===== src/rtl/odo_round_key_stage.sv =====
// -----------------------------------------------------------------------------
// odo_round_key_stage
//   Registered OdoCrypt round-key stage. It XORs a per-round 64-bit key, rotated
//   differently for each of the 10 words, into a 640-bit state. A 2-entry skid
//   buffer lets in_ready be a register while still sustaining one item per cycle.
//
// Ports:
//   clk, rst_n          clock, asynchronous active-low reset
//   in_valid/in_ready   upstream handshake (in_ready is registered)
//   in_state, in_round  640-bit state and round index from the rotation stage
//   out_valid/out_ready downstream handshake
//   out_state           keyed state
//   out_round/out_last  round index of out_state, flag for the final round
//   key_we/addr/data    round-key table write port
//   err_round           sticky flag: an out-of-range round index was accepted
// -----------------------------------------------------------------------------
module odo_round_key_stage #(
  parameter int ROUNDS   = 12,
  parameter int RIDX_W   = 5,
  parameter int ROT_STEP = 7
) (
  input  logic              clk,
  input  logic              rst_n,
  input  logic              in_valid,
  output logic              in_ready,
  input  logic [639:0]      in_state,
  input  logic [RIDX_W-1:0] in_round,
  output logic              out_valid,
  input  logic              out_ready,
  output logic [639:0]      out_state,
  output logic [RIDX_W-1:0] out_round,
  output logic              out_last,
  input  logic              key_we,
  input  logic [RIDX_W-1:0] key_addr,
  input  logic [63:0]       key_data,
  output logic              err_round
);

  localparam int NWORDS = 10;

  typedef enum logic [1:0] {ST_EMPTY, ST_FULL1, ST_FULL2} state_t;

  state_t              r_state;
  state_t              w_state_nxt;
  logic                r_in_ready;
  logic [63:0]         r_key [ROUNDS];
  logic [639:0]        r_out_state,  r_skid_state;
  logic [RIDX_W-1:0]   r_out_round,  r_skid_round;
  logic                r_out_last,   r_skid_last;
  logic                r_err_round;

  logic                w_accept;
  logic                w_xfer;
  logic [63:0]         w_key;
  logic                w_round_bad;
  logic                w_last;
  logic [639:0]        w_keyed;

  function automatic logic [63:0] rotl64(input logic [63:0] v, input int s);
    // s == 0 makes both shift terms v itself, so no special case is needed.
    return (v << s) | (v >> ((64 - s) % 64));
  endfunction

  assign w_accept = in_valid & r_in_ready;
  assign w_xfer   = out_valid & out_ready;

  // Table lookup by compare rather than direct index: out-of-range rounds
  // simply match nothing and fall through to a zero key.
  always_comb begin
    w_key = '0;
    for (int i = 0; i < ROUNDS; i++) begin
      if (in_round == RIDX_W'(i)) w_key = r_key[i];
    end
  end

  assign w_round_bad = {1'b0, in_round} >= (RIDX_W + 1)'(ROUNDS);
  assign w_last      = in_round == RIDX_W'(ROUNDS - 1);

  for (genvar g = 0; g < NWORDS; g++) begin : g_word
    assign w_keyed[64*g +: 64] = in_state[64*g +: 64] ^ rotl64(w_key, (ROT_STEP * g) % 64);
  end

  // ---------------------------------------------------------------------------
  // Occupancy FSM: state register
  // ---------------------------------------------------------------------------
  // NOTE: sequential state uses non-blocking assignments so every register
  // samples pre-edge values; blocking here would chain updates within one edge.
  always_ff @(posedge clk or negedge rst_n) begin
    if (!rst_n) begin
      r_state    <= ST_EMPTY;
      r_in_ready <= 1'b0;
    end else begin
      r_state    <= w_state_nxt;
      // Ready is derived from the next state so it is registered yet exact.
      r_in_ready <= (w_state_nxt != ST_FULL2);
    end
  end

  // Occupancy FSM: next-state logic
  // NOTE: the default assignment up front keeps this block latch-free.
  always_comb begin
    w_state_nxt = r_state;
    unique case (r_state)
      ST_EMPTY: if (w_accept) w_state_nxt = ST_FULL1;
      ST_FULL1: begin
        if (w_accept && !w_xfer)      w_state_nxt = ST_FULL2;
        else if (!w_accept && w_xfer) w_state_nxt = ST_EMPTY;
      end
      ST_FULL2: if (w_xfer) w_state_nxt = ST_FULL1;
      default:  w_state_nxt = ST_EMPTY;
    endcase
  end

  // Occupancy FSM: outputs
  always_comb begin
    out_valid = (r_state != ST_EMPTY);
  end

  // ---------------------------------------------------------------------------
  // Output and skid registers
  // ---------------------------------------------------------------------------
  always_ff @(posedge clk or negedge rst_n) begin
    if (!rst_n) begin
      r_out_state  <= '0;
      r_out_round  <= '0;
      r_out_last   <= 1'b0;
      r_skid_state <= '0;
      r_skid_round <= '0;
      r_skid_last  <= 1'b0;
    end else begin
      if (r_state == ST_FULL2 && w_xfer) begin
        r_out_state <= r_skid_state;
        r_out_round <= r_skid_round;
        r_out_last  <= r_skid_last;
      end else if (w_accept && (r_state == ST_EMPTY || w_xfer)) begin
        r_out_state <= w_keyed;
        r_out_round <= in_round;
        r_out_last  <= w_last;
      end
      if (w_accept && r_state == ST_FULL1 && !w_xfer) begin
        r_skid_state <= w_keyed;
        r_skid_round <= in_round;
        r_skid_last  <= w_last;
      end
    end
  end

  // ---------------------------------------------------------------------------
  // Round-key table and error flag
  // ---------------------------------------------------------------------------
  // NOTE: the key table is reset explicitly because a cleared table is
  // observable behaviour, not just initialisation; it costs a reset net per bit.
  always_ff @(posedge clk or negedge rst_n) begin
    if (!rst_n) begin
      for (int i = 0; i < ROUNDS; i++) r_key[i] <= '0;
      r_err_round <= 1'b0;
    end else begin
      // Out-of-range addresses match no entry and are dropped.
      for (int i = 0; i < ROUNDS; i++) begin
        if (key_we && key_addr == RIDX_W'(i)) r_key[i] <= key_data;
      end
      if (w_accept && w_round_bad) r_err_round <= 1'b1;
    end
  end

  assign in_ready  = r_in_ready;
  assign out_state = r_out_state;
  assign out_round = r_out_round;
  assign out_last  = r_out_last;
  assign err_round = r_err_round;

endmodule

===== config.mk =====
export PLATFORM = sky130hd
export DESIGN_NAME = odo_round_key_stage
export DESIGN_NICKNAME = d
export VERILOG_FILES = /design/src/rtl/odo_round_key_stage.sv
export SDC_FILE = /design/constraint.sdc
export NUM_CORES = 2
export LEC_CHECK = 0
export ABC_AREA = 1
export CAP_MARGIN = 20
export CORE_AREA = 2 2 538 540
export CTS_BUF_LIST = sky130_fd_sc_hd__clkbuf_16
export CTS_CLUSTER_SIZE = 25
export DETAILED_ROUTE_END_ITERATION = 10
export DIE_AREA = 0 0 540 542
export GPL_ROUTABILITY_DRIVEN = 0
export SYNTH_ARGS = -nofsm -noshare
export SYNTH_HDL_FRONTEND = slang
export SYNTH_SLANG_ARGS = --single-unit
export TNS_END_PERCENT = 10

===== constraint.sdc =====
create_clock -name clk -period 2.6 [get_ports clk]
set_input_delay 0.39 -clock clk [delete_from_list [all_inputs] [get_ports clk]]
set_output_delay 0.39 -clock clk [all_outputs]
set_load 0.02 [all_outputs]

## Yosys cells after proc, flatten, opt, wreduce, memory -nomap -nowiden

Index checks and enable logic that the tools add are counted.
W data, S select, Z words.

| word-level totals | value |
|---|---|
| bits in registers | 2064 |
| logic and storage cells | 119 |
| input port bits | 719 |

| cells by class | value |
|---|---|
| bitwise operators | 22 |
| magnitude comparators | 1 |
| reduce and logical (&&, ||, !) cells | 27 |
| multiplexer cells | 23 |
| equality and inequality tests | 25 |

Operators with widths:

| kind | number |
|---|---|
| $mux W640 | 2 |
| $mux W64 | 12 |
| $xor A64 B64 Y64 | 10 |
| $or A64 B14 Y64 | 1 |
| $or A64 B21 Y64 | 1 |
| $or A64 B28 Y64 | 1 |
| $or A64 B35 Y64 | 1 |
| $or A64 B42 Y64 | 1 |
| $or A64 B49 Y64 | 1 |
| $or A64 B56 Y64 | 1 |
| $or A64 B63 Y64 | 1 |
| $or A64 B64 Y64 | 1 |
| $or A64 B7 Y64 | 1 |
| $eq A5 B3 Y1 const B | 8 |
| $eq A5 B4 Y1 const B | 8 |
| $eq A5 B2 Y1 const B | 4 |
| $logic_and A1 B1 Y1 | 19 |
| $eq A5 B1 Y1 const B | 2 |
| $logic_not A5 Y1 | 2 |
| $mux W5 | 2 |
| $mux W2 | 4 |
| $pmux W2 S3 | 1 |
| $ge A5 B4 Y1 const B | 1 |
| $reduce_bool A2 Y1 | 2 |
| 8 further kinds | 11 |

## Longest topological paths before layout

| logic depth | value |
|---|---|
| depth after elaboration | 17 |
| gate-level depth with buffers | 18 |
| depth with buffers taken out | 17 |

## Least setup slack after synthesis

No wires, ideal clock.

| timing | value |
|---|---|
| kind | input -> register |
| start point | in in_round[1] |
| end point | reg r_out_state[154] (netlist: out_state[154]) |
| library setup time | 116 ps |
| cell stages on the path | 15 |
| slack | 421 ps |
| arrival time | 2062 ps |
| buffers on the path | 3 |
| cells stage by stage | buf_2 nand2_1 nor2_2 nand2_2 buf_6 buf_2 or2_2 nand2_1 nand4_1 nand2_1 nand2_1 nand2_1 nand3_1 nand2_1 nand2_1 |

| on the way | value |
|---|---|
| word-level cells in the longest chain between the ends | 17 |

Ends and longest elaborated chain:

| element | line | source |
|---|---|---|
| from (decl) | 27 | `input logic [RIDX_W-1:0] in_round,` |
| $logic_not A5 Y1 | 72 | `if (in_round == RIDX_W'(i)) w_key = r_key[i];` |
| $mux W64 (11 in a row) | 72 |  |
| $mux W64 * | 72 |  |
| $or A64 B14 Y64 * | 61 | `return (v << s) \| (v >> ((64 - s) % 64));` |
| $xor A64 B64 Y64 * | 80 | `assign w_keyed[64*g +: 64] = in_state[64*g +: 64] ^ rotl64(w_key, (ROT_STEP * g) % 64);` |
| $mux W640 * | 135 | `end else if (w_accept && (r_state == ST_EMPTY \|\| w_xfer)) begin` |
| $mux W640 * | 131 | `if (r_state == ST_FULL2 && w_xfer) begin` |
| to (signal assigned) | 132 | `r_out_state <= r_skid_state;` |
| to (signal assigned) | 136 | `r_out_state <= w_keyed;` |
| to (decl) | 47 | `logic [639:0] r_out_state, r_skid_state;` |

Mark *: on every way between the ends. The rest lies on a longest branch, timed or not. The select of a mux whose other input is x is not followed.
A chain may end at the register's enable or synchronous reset.

## Worst setup path in the final report

| timing | value |
|---|---|
| start point | reg r_out_state[32] (netlist: out_state[32]) |
| end point | out out_state[32] |

RTL lines:

| element | line | source |
|---|---|---|
| to (decl) | 30 | `output logic [639:0] out_state,` |

No word-level cell between the ends.

==> results.sh <==
export IMPL_p_leak_nw=69.2
export IMPL_grt_max_degree=99
export IMPL_synth_compound_area_share_pct=8.67
export IMPL_clockRootBuffer="clkbuf_16"
export IMPL_gr_total_overflow=0
export IMPL_synth_xor_area_share_pct=0
export IMPL_clock_latency_ps=910
export IMPL_yosys_warnings=0
export IMPL_r2r_start="r_key[749]"
export IMPL_core_area_um2=287000
export IMPL_die_x_um=540
export IMPL_synthesis_instances=13835
export IMPL_grt_pass1_vias=91863
export IMPL_drt_iter0_drc=11145
export IMPL_boundaryPins=1368
export IMPL_worstMarginPinSlew_ps=858
export IMPL_cap_viol_max_count=0
export IMPL_yosysTopAreaCellShare_pct=50.8
export IMPL_die_area_um2=293000
export IMPL_viasPerCell=5.18
export IMPL_cp_end_kind="output pin"
export IMPL_detailedPlacementHpwl_um=381000
export IMPL_antenna_left=0
export IMPL_setup_slack_ps=12.5
export IMPL_ys_top_cells_by_area="dfrtp_1, nand2_1, nand3_1"
export IMPL_drcViolationCount=0
export IMPL_clk_pin_slew_ps=60
export IMPL_areaGrowthSynthToFinish_pct=32.4
export IMPL_cp_required_ps=2210
export IMPL_post_place_ws_ps=-730
export IMPL_r2r_slack_ps=340
export IMPL_htreeDepth=4
export IMPL_startpoint_type="flop"
export IMPL_crit_arrival_ps=2200
export IMPL_ys_ff_latch=2064
export IMPL_hold_slack_ps=97.1
export IMPL_cp_buffers_inverters=1
export IMPL_synthAdderAreaFrac_pct=0
export IMPL_ys_seq_area_share_pct=50.8
export IMPL_synth_nets=14554
export IMPL_grt_pass1_wl_um=690000
export IMPL_critPathMaxFanout=2
export IMPL_finalCriticalPeriod_ps=2590
export IMPL_clock_skew_final_ps=40.8
export IMPL_vias=101191
export IMPL_synth_area_leader_cell="dfrtp_1"
export IMPL_yosys_area_share_simple_pct=32.3
export IMPL_path_depth=1
export IMPL_cp_top_family="buffers and inverters"
export IMPL_synth_cell_types=34
export IMPL_grt_usage_pct=32.7
export IMPL_finalCritPeriodShare_pct=99.5
export IMPL_cts_made_buffers=226
export IMPL_tns_ps=0
export IMPL_clockBufferDepth=4
export IMPL_synth_top_family_by_area="simple AND/OR/NAND/NOR gates"
export IMPL_fmax_mhz=386
export IMPL_layout_drive_gt1_share_pct=9.51
export IMPL_slew_violations=0
export IMPL_crit_type="flop to output pin"
export IMPL_portBuffers=1367
export IMPL_crit_chain="clkdlybuf4s50_1"
export IMPL_fp_dieH_um=542
export IMPL_num_rows=197
export IMPL_numClockSinks=2064
export IMPL_max_slew_margin_pct=43.0
export IMPL_p_per_area_nw_per_um2=1020
export IMPL_antenna_found_initial=192
export IMPL_setup_viol=0
export IMPL_wl_um=490000
export IMPL_layout_nets=16161
export IMPL_cpMaxStageDelayCell="clkdlybuf4s50_1"
export IMPL_muxShareOfSynthArea_pct=0
export IMPL_crit_end="out_state[32]"
export IMPL_ir_drop_mv=0.625
export IMPL_start_util_pct=35.4
export IMPL_syn_area_um2=102000
export IMPL_cts_setup_buffers=0
export IMPL_tritoncts="done"
export IMPL_startpoint="out_state[32]"
export IMPL_hp_class="input port to async pin"
export IMPL_post_drt_wl_per_cell_um=25.1
export IMPL_drt_pass1_iter_count=6
export IMPL_crit_path_max_incr_delay_ps=810
export IMPL_synth_area_per_cell_um2=7.34
export IMPL_status="finished, final reports clean"
export IMPL_reg2regPathDepth=13
export IMPL_crit_reg2reg_capture="out_state[336]"
export IMPL_power_mw=137
export IMPL_finalHoldViolCount=0
[through the flow]
step	util [%]	cells	area, um2
2_1_floorplan	-	13835	102000
3_3_place_gp	44.3	18994	127000
3_5_place_dp	44.3	18994	127000
4_1_cts	46.7	19383	134000
5_1_grt	46.8	19461	134000
6_report	46.9	19521	134000
[registers in the layout, summed over array words and instances (netlist names)]
register,cells
r_skid_state,640
err_round,1
r_skid_last,1
out_last,1
r_skid_round,5
r_state,2
in_ready,1
out_round,5
out_state,640
r_key,768
[where the power goes]
group | internal, mW | total, mW | switching (mW)
Sequential | 44.1 | 52.3 | 8.14
Combinational | 19.7 | 52.7 | 33.0
Clock | 18.1 | 31.9 | 13.8
Total | 82.0 | 137 | 54.9
[cells by family after synthesis]
| kind of cell | count (synthesis) |
|---|---|
| AND/OR/NAND/NOR | 7920 |
| AO/OA/AOI/OAI | 1699 |
| flip-flops | 2064 |
| buffers and inverters | 2152 |
[layout by cell type, fill, tap and decap left out, types with 203 or more instances in the layout]
master           instances
a21oi_1                354
a31oi_1                220
buf_12                 303
buf_4                  648
clkbuf_16              231
clkdlybuf4s50_1       1269
dfrtp_1               2053
inv_1                 1294
nand2_1               5128
nand3_1               1417
nand4_1                203
nor2_1                 894
o21ai_0                852
o21ai_1                265
[cell usage after synthesis (all sizes together)]
| master | count |
|---|---|
| nand2 | 5166 |
| dfrtp | 2064 |
| nand3 | 1434 |
| inv | 1254 |
| o21ai | 1118 |
| nor2 | 911 |
| clkbuf | 725 |
| a21oi | 355 |
| a31oi | 220 |
| nand4 | 209 |
| or2 | 197 |
| buf | 172 |
| a21boi | 3 |
| nor3 | 3 |
| o21bai | 2 |
| a22oi | 1 |
| clkinv | 1 |
[worst min-delay path by stage]
stage	from	to	slack, ps	cells past startpoint
final	rst_n	r_skid_state[332]	100	2
after global routing	in_state[26]	r_skid_state[26]	110	3
after CTS	in_state[268]	r_skid_state[268]	50	3
after detailed placement	rst_n	out_state[332]	360	1
after global placement	rst_n	out_state[332]	350	1
after floorplan	rst_n	err_round	90	0
[routing by layer]
metal	GRT usage, %	part of all wire [%]	vias up
met5	0	0.10	-
li1	-	-	47093
met3	12.0	12	965
met4	20.4	7.2	78
met2	44.7	40	4623
met1	43.4	41	48432
[layout make-up]
class                           count  area [um2]
Multi-Input combinational cell   9619       41800
Clock inverter                    157        1260
Antenna cell                      138         345
Tap cell                         3781        4730
Timing Repair Buffer             2276       24200
Inverter                         1255        4730
Fill cell                       28292      152000
Sequential cell                  2064       51700
Clock buffer                      231        5780
[what timing repair did]
action / 4_1_cts / 5_1_grt
hold buffers: 1 / 0
setup endpoints to repair: 60 / 17
pin swaps: 0 / 1
gates resized for setup: 61 / 9
hold endpoints to repair: 787 / 0
No activity file was read; power rests on OpenSTA's default activity.
